--- config.mk ---
export PLATFORM = sky130hd
export DESIGN_NAME = ram_master
export DESIGN_NICKNAME = d
export VERILOG_FILES = /design/src/rtl/ram_master_pkg.sv /design/src/rtl/ram_master_addr_gen.sv /design/src/rtl/ram_master.sv
export SDC_FILE = /design/constraint.sdc
export NUM_CORES = 1
export LEC_CHECK = 0
export CAP_MARGIN = 20
export CELL_PAD_IN_SITES_DETAIL_PLACEMENT = 2
export CELL_PAD_IN_SITES_GLOBAL_PLACEMENT = 2
export CORE_ASPECT_RATIO = 1.75
export CORE_MARGIN = 2
export CORE_UTILIZATION = 16
export DETAILED_ROUTE_END_ITERATION = 8
export PLACE_DENSITY_LB_ADDON = 0.2
export SLEW_MARGIN = 20
export SYNTH_ARGS = -nofsm -noshare
export SYNTH_HDL_FRONTEND = slang
export SYNTH_SLANG_ARGS = --single-unit
--- constraint.sdc ---
create_clock -name clk -period 1.75 [get_ports clk]
set_input_delay 0.175 -clock clk [delete_from_list [all_inputs] [get_ports clk]]
set_output_delay 0.175 -clock clk [all_outputs]
set_load 0.05 [all_outputs]
--- src/rtl/ram_master_pkg.sv ---
// rtl/ram_master_pkg.sv - shared types and defaults for the ram_master access initiator
package ram_master_pkg;

  localparam int DEFAULT_ADDR_W = 5;
  localparam int DEFAULT_DATA_W = 32;

  // A length field of zero stands for a full sweep of the address space.
  localparam bit LEN_ZERO_IS_MAX = 1'b1;

  typedef enum logic [1:0] {
    OP_READ  = 2'b00,
    OP_WRITE = 2'b01,
    OP_FILL  = 2'b10,
    OP_RSVD  = 2'b11
  } op_e;

  typedef enum logic [2:0] {
    S_IDLE = 3'd0,
    S_RD   = 3'd1,
    S_WR   = 3'd2,
    S_FILL = 3'd3,
    S_DONE = 3'd4
  } state_e;

endpackage

--- src/rtl/ram_master_addr_gen.sv ---
// rtl/ram_master_addr_gen.sv - wrapping address counter and remaining-word counter
module ram_master_addr_gen
  import ram_master_pkg::*;
#(
  parameter int ADDR_W = DEFAULT_ADDR_W
) (
  input  logic              clk,
  input  logic              rst,
  input  logic              load,
  input  logic [ADDR_W-1:0] load_addr,
  input  logic [ADDR_W-1:0] load_len,
  input  logic              step,
  output logic [ADDR_W-1:0] cur_addr,
  output logic              last
);

  // One extra bit so a full-depth burst is representable.
  logic [ADDR_W:0] remaining;

  always_ff @(posedge clk or posedge rst) begin
    if (rst) begin
      cur_addr  <= '0;
      remaining <= '0;
    end else if (load) begin
      cur_addr <= load_addr;
      if (LEN_ZERO_IS_MAX && (load_len == '0))
        remaining <= {1'b1, {ADDR_W{1'b0}}};
      else
        remaining <= {1'b0, load_len};
    end else if (step) begin
      cur_addr  <= cur_addr + 1'b1;
      remaining <= remaining - 1'b1;
    end
  end

  assign last = (remaining == {{ADDR_W{1'b0}}, 1'b1});

endmodule

--- src/rtl/ram_master.sv ---
// rtl/ram_master.sv - burst command sequencer; sole driver of the single-port RAM pins
// Fill command is built only when RAM_MASTER_FILL_EN is defined.
module ram_master
  import ram_master_pkg::*;
#(
  parameter int ADDR_W = DEFAULT_ADDR_W,
  parameter int DATA_W = DEFAULT_DATA_W
) (
  input  logic              clk,
  input  logic              rst,
  input  logic              cmd_valid,
  output logic              cmd_ready,
  input  logic [1:0]        cmd_op,
  input  logic [ADDR_W-1:0] cmd_addr,
  input  logic [ADDR_W-1:0] cmd_len,
  input  logic [DATA_W-1:0] cmd_data,
  input  logic              wr_valid,
  output logic              wr_ready,
  input  logic [DATA_W-1:0] wr_data,
  output logic              rd_valid,
  input  logic              rd_ready,
  output logic [DATA_W-1:0] rd_data,
  output logic              done,
  output logic              err,
  output logic              ram_ena,
  output logic              ram_wena,
  output logic [ADDR_W-1:0] ram_addr,
  output logic [DATA_W-1:0] ram_wdata,
  input  logic [DATA_W-1:0] ram_rdata
);

  state_e            state;
  logic [ADDR_W-1:0] cur_addr;
  logic              last;
  logic              start;
  logic              access;
  logic              rd_en;

`ifdef RAM_MASTER_FILL_EN
  logic [DATA_W-1:0] fill_data;
`else
  logic              unused_cmd_data;
  assign unused_cmd_data = ^cmd_data;
`endif

  assign cmd_ready = (state == S_IDLE);
  assign wr_ready  = (state == S_WR);
  assign rd_en     = !rd_valid || rd_ready;

  // Only real burst commands load the counters; rejected ops leave them untouched.
  always_comb begin
    start = 1'b0;
    if (cmd_valid && (state == S_IDLE)) begin
      case (op_e'(cmd_op))
        OP_READ, OP_WRITE: start = 1'b1;
`ifdef RAM_MASTER_FILL_EN
        OP_FILL:           start = 1'b1;
`endif
        default:           start = 1'b0;
      endcase
    end
  end

  always_comb begin
    access    = 1'b0;
    ram_wena  = 1'b0;
    ram_wdata = '0;
    case (state)
      S_RD: access = rd_en;
      S_WR: begin
        access    = wr_valid;
        ram_wena  = wr_valid;
        ram_wdata = wr_data;
      end
`ifdef RAM_MASTER_FILL_EN
      S_FILL: begin
        access    = 1'b1;
        ram_wena  = 1'b1;
        ram_wdata = fill_data;
      end
`endif
      default: access = 1'b0;
    endcase
  end

  assign ram_ena  = access;
  assign ram_addr = ((state == S_IDLE) || (state == S_DONE)) ? '0 : cur_addr;

  ram_master_addr_gen #(.ADDR_W(ADDR_W)) u_addr_gen (
    .clk       (clk),
    .rst       (rst),
    .load      (start),
    .load_addr (cmd_addr),
    .load_len  (cmd_len),
    .step      (access),
    .cur_addr  (cur_addr),
    .last      (last)
  );

  always_ff @(posedge clk or posedge rst) begin
    if (rst) begin
      state    <= S_IDLE;
      rd_valid <= 1'b0;
      rd_data  <= '0;
      done     <= 1'b0;
      err      <= 1'b0;
`ifdef RAM_MASTER_FILL_EN
      fill_data <= '0;
`endif
    end else begin
      done <= 1'b0;
      err  <= 1'b0;

      // A new read beat may replace a beat being consumed on the same edge.
      if ((state == S_RD) && rd_en) begin
        rd_valid <= 1'b1;
        rd_data  <= ram_rdata;
      end else if (rd_ready) begin
        rd_valid <= 1'b0;
      end

      case (state)
        S_IDLE: begin
          if (cmd_valid) begin
            case (op_e'(cmd_op))
              OP_READ:  state <= S_RD;
              OP_WRITE: state <= S_WR;
`ifdef RAM_MASTER_FILL_EN
              OP_FILL: begin
                state     <= S_FILL;
                fill_data <= cmd_data;
              end
`endif
              default:  err <= 1'b1;
            endcase
          end
        end
        S_RD, S_WR, S_FILL: begin
          if (access && last) begin
            state <= S_DONE;
            done  <= 1'b1;
          end
        end
        S_DONE:  state <= S_IDLE;
        default: state <= S_IDLE;
      endcase
    end
  end

endmodule

==> run_results.csv, run 1 <==
group,metric,value,unit
status,status,"complete, but fails checks",
status,violations,"setup timing",
pwr,finalPower,2420,µW
timing,rsz0062_at_grt,"yes",
drt,drtAntennaViolNets,0,
timing,slew_viol_final,0,
finish,finalNonFillerCells,577,
finish,fillers,1563,
timing,tightest_slew,0.538,ns
pwr,ir_drop,304,µV
drt,wirelength,9.69,mm
drt,first_iter_violations,45,
drt,drc_errors,0,
global_routing,grt_first_pass_wirelength,15.1,mm
setup_path,crit_chain,"buf_6 > or4b_4 > or2_4 > o221a_1",
placed_design,gp_congestion,0.707,
setup_path,cp-end-kind,"flip-flop",
logic_synthesis,ys_seq_area_share,51.2,%
finish,area_delta_synth_final,114,%
setup_path,start_kind,"flip-flop",
placed_design,placed_area,4690,µm²
drt,wl_per_cell,16.8,µm
drt,drtPass1Iterations,2,
setup_path,crit_slowest_cell,"or4b_4",
setup_path,reg2regPathDepth,4,
logic_synthesis,ys_types,38,
die,start_util,16.2,%
finish,layout_commonest_cell,"clkdlybuf4s50_1",
placed_design,port_buffers,156,
logic_synthesis,synth_ff_type,"dfrtp_1",
setup_path,crit_type,"reg -> reg",
timing,slew_headroom,64.0,%
setup_path,critical-path-max-stage-delay,0.53,ns
clock_tree,htree_levels,2,
drt,met3_length,621,µm
setup_path,reg2reg_slack,-0.01,ns
clock_tree,tritoncts,"yes",
clock_tree,clk_pin_slew,0.07,ns
finish,fin_util,34.7,%
logic_synthesis,async_flop_share,100,%
global_routing,first_global_vias,2810,
drt,top_layer,"met4",
timing,finalHoldViolCount,0,
logic_synthesis,synthCells,211,
die,dieArea,16000,µm²
clock_tree,holdBufCountCts,0,
drt,wl_met2,5.85,mm
clock_tree,clock_sinks,49,
placed_design,dp.cells,557,
pwr,powerDensity,471,nW/µm²
timing,setup_ws,-0.0126,ns
finish,final_cell_mix,"clkdlybuf4s50_1, dfrtp_1, buf_12",
logic_synthesis,syn_avg_cell_area,11.3,µm²
logic_synthesis,ys.warnings.count,0,
global_routing,track_usage,12.5,%
die,die_h,166,µm
placed_design,hpwl,7.25,mm
global_routing,grt_overflow_total,0,
logic_synthesis,synth_edf_count,0,
timing,max_freq,567,MHz
timing,post-route-period-util,101,%
clock_tree,clock_latency,0.29,ns
global_routing,antenna_found_initial,0,
global_routing,grt_start_max_net_pins,50,
timing,setup_viol,1,
clock_tree,cts_made_buffers,5,
hold_path,hp-class,"in -> async",
placed_design,place_ws,-0.185,ns
timing,final.setup_skew,0.00576,ns
setup_path,worstPathRequired,1.93,ns
finish,multiInputGateArea,1280,µm²
drt,vias,2413,
pwr,power_leakage,0.00222,µW
drt,viasPerCell,4.18,
die,core_area,14800,µm²
setup_path,critPathMaxFanout,6,
logic_synthesis,ys_ff_latch,49,
job,drv_cap,0,
finish,n_antenna_cell,0,
die,rows,59,
finish,layout-drive-gt1-share,43.7,%
finish,fin_area,5130,µm²
drt,met1_length,3.07,mm
die,die_x,96.5,µm
setup_path,worstPathArrival,1.95,ns
die,io_pins,189,
clock_tree,clock-root-buffer,"clkbuf_16",
finish,layout.nets,509,
logic_synthesis,syn_nets,327,
logic_synthesis,syn-cell-area,2390,µm²
clock_tree,clk_path_buf_depth,2,
timing,period_minus_slack,1.76,ns
finish,seqCellArea,1230,µm²
critical path: cells and delay by family, from the launching register on:
kind	cells	cell delay, ns
and+or+nand+nor	2	0.86
AOI/OAI and AO/OA	1	0.25
buffers and inverters	1	0.13
DFF	1	0.42
layout make-up:
| cell class | count | share of cell area, % |
|---|---|---|
| Inverter | 6 | 0.439 |
| Timing Repair Buffer | 185 | 43.5 |
| Clock inverter | 2 | 0.195 |
| Clock buffer | 6 | 2.51 |
| Tap cell | 183 | 4.46 |
| Multi-Input combinational cell | 146 | 25.0 |
| Sequential cell | 49 | 24.0 |
path summary, 6_finish.rpt:
| check | endpoint | startpoint |
|---|---|---|
| max | u_addr_gen.cur_addr[0]$_DFFE_PP0P_ | state[1]$_DFFE_PP0P_ |
| min | rd_data[16]$_DFFE_PP0P_ | rst |
| max reg2reg | u_addr_gen.cur_addr[0]$_DFFE_PP0P_ | state[1]$_DFFE_PP0P_ |
| min reg2reg | rd_data[30]$_DFFE_PP0P_ | rd_data[30]$_DFFE_PP0P_ |
| max in group asynchronous | rd_valid$_DFFE_PP0P_ | rst |
| min in group clk | u_addr_gen.cur_addr[1]$_DFFE_PP0P_ | cmd_addr[1] |
layer usage:
metal	global-route usage (%)	up-vias
met2	25.2	99
met4	4.41	0
met1	11.3	1201
li1	-	1106
met5	0	-
met3	3.04	7
metrics by stage:
stage               hold slack (ns)  setup TNS (ns)
detailed placement            0.494           -3.28
finish                        0.263         -0.0126
global route                  0.303           -1.10
CTS                           0.274          -0.515
global placement              0.487           -2.42
floorplan                     0.284         -0.0168
where the power goes:
group,internal [µW],switching [µW]
clock network,526,433
registers,1140,11.6
logic,203,99.9
Yosys cell counts, drive strengths merged (4+ instances only):
cell    number  share of area, %
dfrtp       49                51
and2        33               8.6
mux2        32                15
nor2        10               1.9
nand2        8               1.3
buf          7               2.0
inv          6              0.94
nor2b        6               1.6
nor3         6               1.3
o21ai        6               1.3
clkbuf       4              0.63
cells by family (layout without fill, tap and decap cells):
kind of cell	Yosys count	count (layout)	share of synthesized area (%)
adder cells (fa/ha/maj)	3	3	1.57
AND/OR/NAND/NOR	81	82	19.9
flip-flops	49	49	51.2
buffers and inverters	17	199	3.55
multiplexers	32	32	15.0
AO/OA/AOI/OAI	29	29	8.78
repair_timing:
action	CTS	global route
gates cloned	2	1
setup buffers	7	3
hold endpoints to repair	0	0
resized for setup	50	11
setup endpoints to repair	41	48
pin swaps	2	11
flip-flops by register name, summed over array words and instances (netlist names):
signal / cells
err: 1
u_addr_gen.remaining: 6
state: 3
rd_data: 32
rd_valid: 1
done: 1
u_addr_gen.cur_addr: 5
Power figures use the tool's default switching activity.
==> run 2, diff against run 1 <==
SYNTH_HIERARCHICAL = 1   (was unset)
==> run_results.csv, run 2 <==
group,metric,value,unit
status,status,"complete, but fails checks",
status,violations,"setup timing",
placed_design,placed_area,4690,µm²
finish,multiInputGateArea,1210,µm²
timing,rsz0062_at_grt,"yes",
clock_tree,clock_latency,0.29,ns
timing,finalHoldViolCount,0,
logic_synthesis,syn_nets,316,
global_routing,grt_first_pass_wirelength,14.3,mm
logic_synthesis,async_flop_share,100,%
timing,period_minus_slack,1.80,ns
setup_path,critical-path-max-stage-delay,0.40,ns
drt,vias,2199,
finish,layout.nets,498,
placed_design,dp.cells,545,
placed_design,gp_congestion,0.746,
logic_synthesis,synth_area_leaders,"dfrtp_1, mux2_2, and2_1",
logic_synthesis,ys.warnings.count,6,
clock_tree,clk_path_buf_depth,2,
setup_path,path_buf_inv,4,
setup_path,worstPathRequired,1.57,ns
setup_path,setup.worst_path.start,"state[2]$_DFFE_PP0P_",
logic_synthesis,ys_ff_latch,49,
global_routing,first_global_vias,2434,
finish,largest_registers,"rd_data x32, u_addr_gen/remaining x6, u_addr_gen/cur_addr x5",
finish,layout-drive-gt1-share,44.1,%
setup_path,critPathTopFamily,"buffers and inverters",
timing,max_freq,556,MHz
die,rows,59,
pwr,power_leakage,0.00212,µW
global_routing,track_usage,11.9,%
drt,viasPerCell,3.89,
logic_synthesis,ys_seq_area_share,51.3,%
drt,wirelength,9.39,mm
setup_path,crit_chain,"buf_6 > nor3_4 > buf_12 > clkbuf_16 > and2_4 > buf_12",
placed_design,port_buffers,156,
global_routing,grt.busiest_layer,"met2",
clock_tree,clk_pin_slew,0.07,ns
clock_tree,clock_sinks,49,
global_routing,gr-usage-met1,12.1,%
finish,layout_commonest_cell,"clkdlybuf4s50_1",
finish,finalNonFillerCells,566,
global_routing,grt_overflow_total,0,
setup_path,start_kind,"flip-flop",
setup_path,worstPathArrival,1.62,ns
global_routing,antenna_found_initial,0,
setup_path,cpMostUsedCell,"buf_12",
placed_design,hpwl,7.26,mm
logic_synthesis,synth_ff_type,"dfrtp_1",
drt,first_iter_violations,19,
drt,drtAntennaViolNets,0,
setup_path,crit_slowest_cell,"dfrtp_1",
clock_tree,htree_levels,2,
clock_tree,cts_made_buffers,5,
finish,final_cell_mix,"clkdlybuf4s50_1, dfrtp_1, buf_12",
logic_synthesis,synth_top_area_share,51.3,%
clock_tree,clock-root-buffer,"clkbuf_16",
die,start_util,16.2,%
setup_path,crit_type,"reg -> out",
global_routing,grtUsageMet3,1.86,%
timing,slew_headroom,64.2,%
finish,largest_reg_flops,32,
drt,wl_per_cell,16.6,µm
setup_path,r2r_start,"state[0]$_DFFE_PP0P_",
finish,max_flop_register,"rd_data",
pwr,ir_drop,303,µV
pwr,powerDensity,555,nW/µm²
hold_path,hp-class,"in -> async",
logic_synthesis,syn_avg_cell_area,11.9,µm²
global_routing,grt_start_max_net_pins,39,
logic_synthesis,synthCells,200,
timing,tns,-0.955,ns
drt,drtPass1Iterations,2,
setup_path,cp-end-kind,"output pin",
logic_synthesis,yosys.area.top_type,"dfrtp_1",
logic_synthesis,synth_common_cells,"dfrtp_1, and2_1, mux2_2",
drt,drc_errors,0,
logic_synthesis,synth_edf_count,0,
timing,slew_viol_final,0,
die,dieArea,16000,µm²
clock_tree,holdBufCountCts,0,
timing,setup_ws,-0.0485,ns
die,die_h,166,µm
finish,fillers,1552,
timing,setup_viol,34,
timing,final.setup_skew,0.00464,ns
logic_synthesis,synth.most_common_cell,"dfrtp_1",
finish,n_antenna_cell,0,
job,drv_cap,0,
die,core_area,14800,µm²
finish,fin_area,5170,µm²
timing,post-route-period-util,103,%
pwr,finalPower,2870,µW
logic_synthesis,ys_types,34,
logic_synthesis,syn-cell-area,2390,µm²
finish,area_delta_synth_final,116,%
finish,seqCellArea,1230,µm²
clock_tree,tritoncts,"yes",
setup_path,critPathMaxFanout,8,
die,die_x,96.4,µm
die,io_pins,189,
timing,tightest_slew,0.535,ns
global_routing,use_met2,23.5,%
-- run 2: cell types whose count changed in the layout (fill, tap and decap cells not counted), sizes merged, moves of 3 or more --
cell	change
nor2	-8
o21ai	+5
xor2	+5
xnor2	+4
a21oi	-3
clkdlybuf4s50	-3
nand2	+3
nand3	-3
nor3b	+3
o32ai	-3
-- run 2: logic make-up after synthesis --
group / count (synthesis) / share of synthesized area, %
fa+ha+maj: 3 / 1.57
simple gates: 71 / 19.7
compound gates: 16 / 3.82
xor+xnor: 9 / 3.30
flops: 49 / 51.3
mux: 35 / 16.4
buf+inv: 17 / 3.87
-- run 2: metal layers --
| layer | up-vias | share of wire, % |
|---|---|---|
| met3 | 11 | 4.5 |
| met1 | 1083 | 32 |
| met2 | 66 | 62 |
| met4 | 0 | 2.0 |
| li1 | 1039 | - |
| met5 | - | 0 |
-- run 2: repair_timing --
action / in CTS / in global routing
cloned: 2 / 2
endpoints found under the setup margin: 34 / 49
pin swaps: 3 / 26
buffers inserted: 7 / 2
resized for setup: 37 / 14
-- run 2: final timing paths --
check	depth (start not counted)	endpoint	slack (ns)
setup / recovery	6	ram_wdata[29]	-0.05
hold / removal	2	u_addr_gen/remaining[4]$_DFFE_PP0P_	0.24
setup reg to reg	8	u_addr_gen/cur_addr[3]$_DFFE_PP0P_	0.04
hold reg to reg	1	rd_data[29]$_DFFE_PP0P_	0.51
max in group asynchronous	2	u_addr_gen/cur_addr[2]$_DFFE_PP0P_	1.19
min in group clk	3	u_addr_gen/cur_addr[2]$_DFFE_PP0P_	0.43
-- run 2: final cells by class --
type / instances / area share [%]
Inverter: 7 / 0.508
Multi-Input combinational cell: 134 / 23.5
Clock buffer: 5 / 2.42
Clock inverter: 3 / 0.895
Timing Repair Buffer: 185 / 44.5
Tap cell: 183 / 4.43
Sequential cell: 49 / 23.7
-- run 2: through the flow --
step / hold slack (ns) / worst slack, ns / utilization, %
final: 0.241 / -0.0485 / 35.0
after global placement: 0.488 / -0.0628 / 31.8
after global routing: 0.290 / -0.106 / 35.0
after detailed placement: 0.498 / -0.0802 / 31.8
after floorplan: 0.0274 / -0.147 / -
after CTS: 0.257 / -0.0689 / 34.3
-- run 2: power by group --
group	total, µW	leakage, µW	internal, µW	switching [µW]
combinational	528	0.00145	278	250
sequential	1210	0.000593	1180	29.6
clock	1130	0.0000800	678	456
total	2870	0.00212	2130	736
==> run 3, diff against run 2 <==
TNS_END_PERCENT = 20   (was unset)
==> run_results.csv, run 3 (synthesis results as in run 2) <==
group,metric,value,unit
die,start_util,16.2,%
clock_tree,clock_latency,0.29,ns
die,die_x,96.4,µm
placed_design,place_ws,-0.0947,ns
setup_path,start_kind,"flip-flop",
finish,largest_registers,"rd_data x32, u_addr_gen/remaining x6, u_addr_gen/cur_addr x5",
global_routing,first_global_vias,2488,
timing,period_minus_slack,1.83,ns
clock_tree,clock-root-buffer,"clkbuf_16",
timing,setup_ws,-0.0786,ns
timing,slew_headroom,64.3,%
global_routing,grt_overflow_total,0,
setup_path,critical-path-max-stage-delay,0.44,ns
pwr,p_seq_share,44.4,%
global_routing,antenna_found_initial,0,
timing,max_freq,547,MHz
pwr,internal_power,1990,µW
die,dieArea,16000,µm²
placed_design,gp_congestion,0.744,
finish,layout.nets,497,
pwr,p_sw,727,µW
pwr,swShare,26.8,%
finish,n_antenna_cell,0,
setup_path,cpMostUsedCell,"buf_6",
timing,finalHoldViolCount,0,
pwr,combinationalPowerShare,19.4,%
pwr,power_leakage,0.00209,µW
placed_design,port_buffers,156,
drt,met3_length,430,µm
drt,wirelength,9.35,mm
hold_path,hp-class,"in -> async",
clock_tree,clk_path_buf_depth,2,
placed_design,hpwl,7.40,mm
timing,tightest_slew,0.534,ns
setup_path,worstPathRequired,1.57,ns
finish,layout-drive-gt1-share,44.0,%
status,violations,"setup timing",
clock_tree,holdBufCountCts,0,
drt,drtPass1Iterations,3,
clock_tree,cts_made_buffers,5,
setup_path,crit_chain,"buf_6 > nor3_4 > buf_6 > clkbuf_16 > and2_4 > buf_12",
finish,area_delta_synth_final,113,%
timing,final.setup_skew,0.00734,ns
drt,drtAntennaViolNets,0,
timing,setup_viol,35,
timing,rsz0062_at_grt,"yes",
finish,fillers,1579,
drt,viasPerCell,3.86,
clock_tree,htree_levels,2,
setup_path,worstPathArrival,1.65,ns
setup_path,r2r_start,"state[1]$_DFFE_PP0P_",
drt,wl_met2,5.77,mm
die,die_h,166,µm
finish,largest_reg_flops,32,
global_routing,track_usage,12.0,%
finish,final_cell_mix,"clkdlybuf4s50_1, dfrtp_1, buf_12",
setup_path,path_buf_inv,4,
finish,layout_commonest_cell,"clkdlybuf4s50_1",
die,rows,59,
pwr,ir_drop,351,µV
drt,top_layer,"met4",
setup_path,cp-end-kind,"output pin",
clock_tree,tritoncts,"yes",
setup_path,critPathTopFamily,"buffers and inverters",
pwr,finalPower,2720,µW
pwr,powerDensity,534,nW/µm²
setup_path,reg2reg_slack,0.03,ns
setup_path,r2r_end,"u_addr_gen/remaining[0]$_DFFE_PP0P_",
die,core_area,14800,µm²
timing,post-route-period-util,104,%
clock_tree,clock_sinks,49,
die,io_pins,189,
pwr,clkPwrFrac,36.1,%
setup_path,crit_slowest_cell,"dfrtp_2",
finish,max_flop_register,"rd_data",
drt,first_iter_violations,27,
drt,vias,2179,
drt,wl_per_cell,16.6,µm
setup_path,reg2regPathDepth,5,
status,status,"complete, but fails checks",
job,drv_cap,0,
global_routing,grt_first_pass_wirelength,14.2,mm
timing,slew_viol_final,0,
setup_path,critPathMaxFanout,8,
drt,met1_length,3.01,mm
setup_path,crit_type,"reg -> out",
global_routing,grt_start_max_net_pins,33,
clock_tree,clk_pin_slew,0.07,ns
drt,drc_errors,0,
## run 3: worst max-delay path by stage
stage,from,to,cells past startpoint
finish,state[0]$_DFFE_PP0P_,ram_wdata[25],6
global route,state[0]$_DFFE_PP0P_,ram_wdata[25],6
CTS,state[0]$_DFFE_PP0P_,ram_wdata[29],6
detailed placement,wr_valid,u_addr_gen/cur_addr[3]$_DFFE_PP0P_,7
global placement,wr_valid,u_addr_gen/remaining[3]$_DFFE_PP0P_,7
floorplan,state[0]$_DFFE_PP0P_,u_addr_gen/cur_addr[3]$_DFFE_PP0P_,7
## run 3: metrics by stage
| step | TNS, ns | area (µm²) | hold slack (ns) | std cells | util (%) |
|---|---|---|---|---|---|
| 2_1_floorplan | -1.01 | 2430 | 0.0274 | 200 | - |
| 3_3_place_gp | -0.309 | 4700 | 0.489 | 547 | 31.8 |
| 3_5_place_dp | -0.497 | 4700 | 0.499 | 547 | 31.8 |
| 4_1_cts | -2.59 | 5060 | 0.253 | 563 | 34.3 |
| 5_1_grt | -5.46 | 5090 | 0.282 | 565 | 34.5 |
| 6_report | -2.22 | 5090 | 0.243 | 565 | 34.5 |
## run 3: cell type report
class	count	area (µm²)	share of cell area (%)
Clock buffer	5	125	2.46
Clock inverter	3	21.3	0.418
Inverter	7	26.3	0.516
Multi-Input combinational cell	134	1200	23.5
Sequential cell	49	1230	24.2
Tap cell	183	229	4.50
Timing Repair Buffer	184	2260	44.4
## run 3: power groups by stage
stage / Sequential [µW] / Combinational [µW] / Clock [µW]
after CTS: 1210 / 538 / 1030
after detailed placement: 1230 / 532 / 0
after floorplan: 1360 / 90.0 / 0
after global placement: 1230 / 525 / 0
final: 1210 / 528 / 981
after global routing: 1220 / 560 / 1070
## run 3: routing by layer
layer	GRT usage (%)	up-vias
li1	-	1033
met2	24.3	59
met1	11.5	1080
met5	0	-
met3	1.86	7
met4	3.86	0
## run 3: timing repair
item,CTS,global route
setup endpoints to repair,35,60
cloned,2,1
endpoints found under the hold margin,0,0
pin swaps,21,11
gates resized for setup,44,6
setup buffers,6,2
==> edit, RTL diff (settings of run 3) <==
`LEN_ZERO_IS_MAX`: 1'b1 -> 1'b0.
--- a/src/rtl/ram_master_pkg.sv
+++ b/src/rtl/ram_master_pkg.sv
@@ -5,7 +5,7 @@
   localparam int DEFAULT_DATA_W = 32;
 
   // A length field of zero stands for a full sweep of the address space.
-  localparam bit LEN_ZERO_IS_MAX = 1'b1;
+  localparam bit LEN_ZERO_IS_MAX = 1'b0;
 
   typedef enum logic [1:0] {
     OP_READ  = 2'b00,
Function: same outputs for any inputs over 10 cycles, from zero or initial values and one cycle with rst high; that may be too few to reach the edited logic, so the function may still have changed.
==> edit against run 3 <==
- the run still ends with negative setup slack left
- sequential share of layout area is 0.91 points higher
- wire length is 2.8% lower
- sequential power hardly changed
- critical path depth is 1 higher
- sequential cell count stayed put
- total power is 0.54% lower
- final area is 3.6% lower
- synthesized area is 1.4% lower
- clock power is 0.4% lower
- global-route usage is 0.46 points lower
- setup slack worse by 72 ps
- worst hold slack worse by 6.3 ps
- first-iteration DRC count is 7.4% lower
- final cell count is 2.3% lower
- critical path type is now flop to flop
==> edit: results (changes against run 3) <==
* Async set or reset register ratio after synthesis at 1.00 (unchanged)
* Final setup viols at 37 (+5.7%)
* Largest family of logic cells by synthesized area: simple AND/OR/NAND/NOR gates
* Nets at 487 (-2.0%)
* TNS Setup at -4090 ps (-1860 ps)
* Synth Area in Adders at 0.0159 (+0.000225)
* DR pass1 iterations at 3 (unchanged)
* Layout cell share with drive strength beyond 1 at 0.395 (-0.0446)
* H-tree Lvls at 2 (unchanged)
* Max VDD drop at 366 uV (+4.4%)
* Syn nets at 315 (-0.32%)
* CP max-delay cell: or4b_4
* Cells after synthesis at 199 (-0.50%)
* Gpl congestion at 0.732 (-1.7%)
* Placed Cells at 540 (-1.3%)
* Vias at 2176 (-0.14%)
* Hold_ws at 236 ps (-6.26 ps)
* Failing checks: negative setup slack
* Primary FF master, synth: dfrtp_1
* Compound-Gate Fraction of Synth Area at 0.0441 (+0.00586)
* Area share of xor/xnor cells in the synthesized design at 0.0297 (-0.00324)
* Initial drt markers at 25 (-7.4%)
* Worst Skew at 6.79 ps (-0.548 ps)
* DR vias/cell at 3.94 (+2.2%)
* Post-synthesis mux area share at 0.162 (-0.00242)
* Worst Max-Slew Pin Slew at 561 ps (+26.7 ps)
* Psw at 718 uW (-1.2%)
* Crit path max fanout at 3 (-5)
* Overall global routing resource usage at 0.115 (-0.00460)
* Hold Vio Cnt, Final at 0 (unchanged)
* Placed cell area at 4620 um^2 (-1.8%)
* Final worst slack at -150 ps (-71.8 ps)
* Peak per-stage delay on the critical path at 460 ps (+20 ps)
* Maximum number of pins on one net before global-route repair at 35 (+6.1%)
* Outcome: finished, violations left
* Clock-pin slew on the worst setup and hold paths at 70 ps (about the same)
* Cell variety after synth at 33 (-2.9%)
* Most frequent cells after synthesis: dfrtp_1 (49), and2_1 (35), mux2_2 (33), nand2_1 (12), o21ai_0 (11)
* Top post-synthesis cells by area: dfrtp_1 (52%), mux2_2 (16%), and2_1 (9.3%)
* Critical Path AT at 2120 ps (+470 ps)
* Dpl hpwl at 7240 um (-2.1%)
* Synthesis warning total at 6 (unchanged)
* Worst skew pair latency at 290 ps (about the same)
* Vias in the first global route at 2405 (-3.3%)
* Register area share after synthesis at 0.520 (+0.00736)
* First-pass GRT wire length at 13400 um (-5.4%)
* Largest registers: rd_data (32), u_addr_gen/remaining (6), u_addr_gen/cur_addr (5)
* Routed wire length at 9090 um (-2.8%)
* Leak pwr at 2.00 nW (-4.5%)
* Filler Cell Count at 1529 (-3.2%)
edit: cell count changes in the layout (fill, tap and decap cells not counted), sizes merged, moves of 2 or more:
cell | run 3 | this run
buf | 75 | 62
clkdlybuf4s50 | 108 | 112
clkinv | 1 | 3
nor3 | 4 | 2
edit: cell families (layout without fill, tap and decap cells):
kind of cell | after synthesis | in the layout
mux | 34 | 34
xor+xnor | 8 | 8
flops | 49 | 49
fa+ha+maj | 3 | 3
compound gates | 18 | 18
buf+inv | 17 | 190
simple gates | 70 | 70
edit: cell type report:
cell class | count | area [um^2] | area share
inverter | 7 | 26.3 | 0.00536
multi-input combinational | 133 | 1160 | 0.237
tap | 180 | 225 | 0.0459
sequential | 49 | 1230 | 0.251
timing repair buffer | 175 | 2120 | 0.431
clock inverter | 3 | 22.5 | 0.00459
clock buffer | 5 | 125 | 0.0255
edit: critical path, delay by kind of cell, from the launching register on:
family / cells / cell delay (ps)
AOI/OAI and AO/OA: 2 / 170
buffers and inverters: 1 / 120
and+or+nand+nor: 4 / 1180
DFF: 1 / 370
edit: final timing paths:
check / end / from / depth (start not counted)
max: u_addr_gen/remaining[5] / state[1] / 7
min reg2reg: rd_data[11] / rd_data[11] / 1
max in group asynchronous: u_addr_gen/remaining[5] / rst / 2
max reg2reg: u_addr_gen/remaining[5] / state[1] / 7
min in group clk: u_addr_gen/remaining[4] / cmd_len[4] / 3
min: u_addr_gen/cur_addr[3] / rst / 2
edit: layer usage:
| layer | vias to the layer above | wire [um] | GRT usage | part of all wire |
|---|---|---|---|---|
| met5 | - | 0 | 0 | 0 |
| met4 | 0 | 154 | 0.0370 | 0.017 |
| met3 | 9 | 481 | 0.0265 | 0.053 |
| met2 | 68 | 5610 | 0.234 | 0.62 |
| met1 | 1089 | 2850 | 0.108 | 0.31 |
| li1 | 1010 | - | - | - |
edit: power by group through the flow:
stage,registers (mW),clock network [mW],logic (mW)
floorplan,1.36,0,0.0864
global placement,1.23,0,0.513
detailed placement,1.23,0,0.520
CTS,1.21,1.04,0.523
global route,1.21,1.07,0.549
finish,1.21,0.977,0.517
edit: what timing repair did:
item                                    in CTS  in global routing
pin swaps                                    0                  2
cloned                                       0                  1
hold buffers                                 0                  0
resized for setup                            3                 32
setup buffers                                0                  3
endpoints found under the setup margin      41                 47
edit: per-stage QoR:
step | worst slack [ps] | power, mW
2_1_floorplan | -457 | 1.45
3_3_place_gp | -396 | 1.74
3_5_place_dp | -441 | 1.75
4_1_cts | -176 | 2.77
5_1_grt | -226 | 2.83
6_report | -150 | 2.70
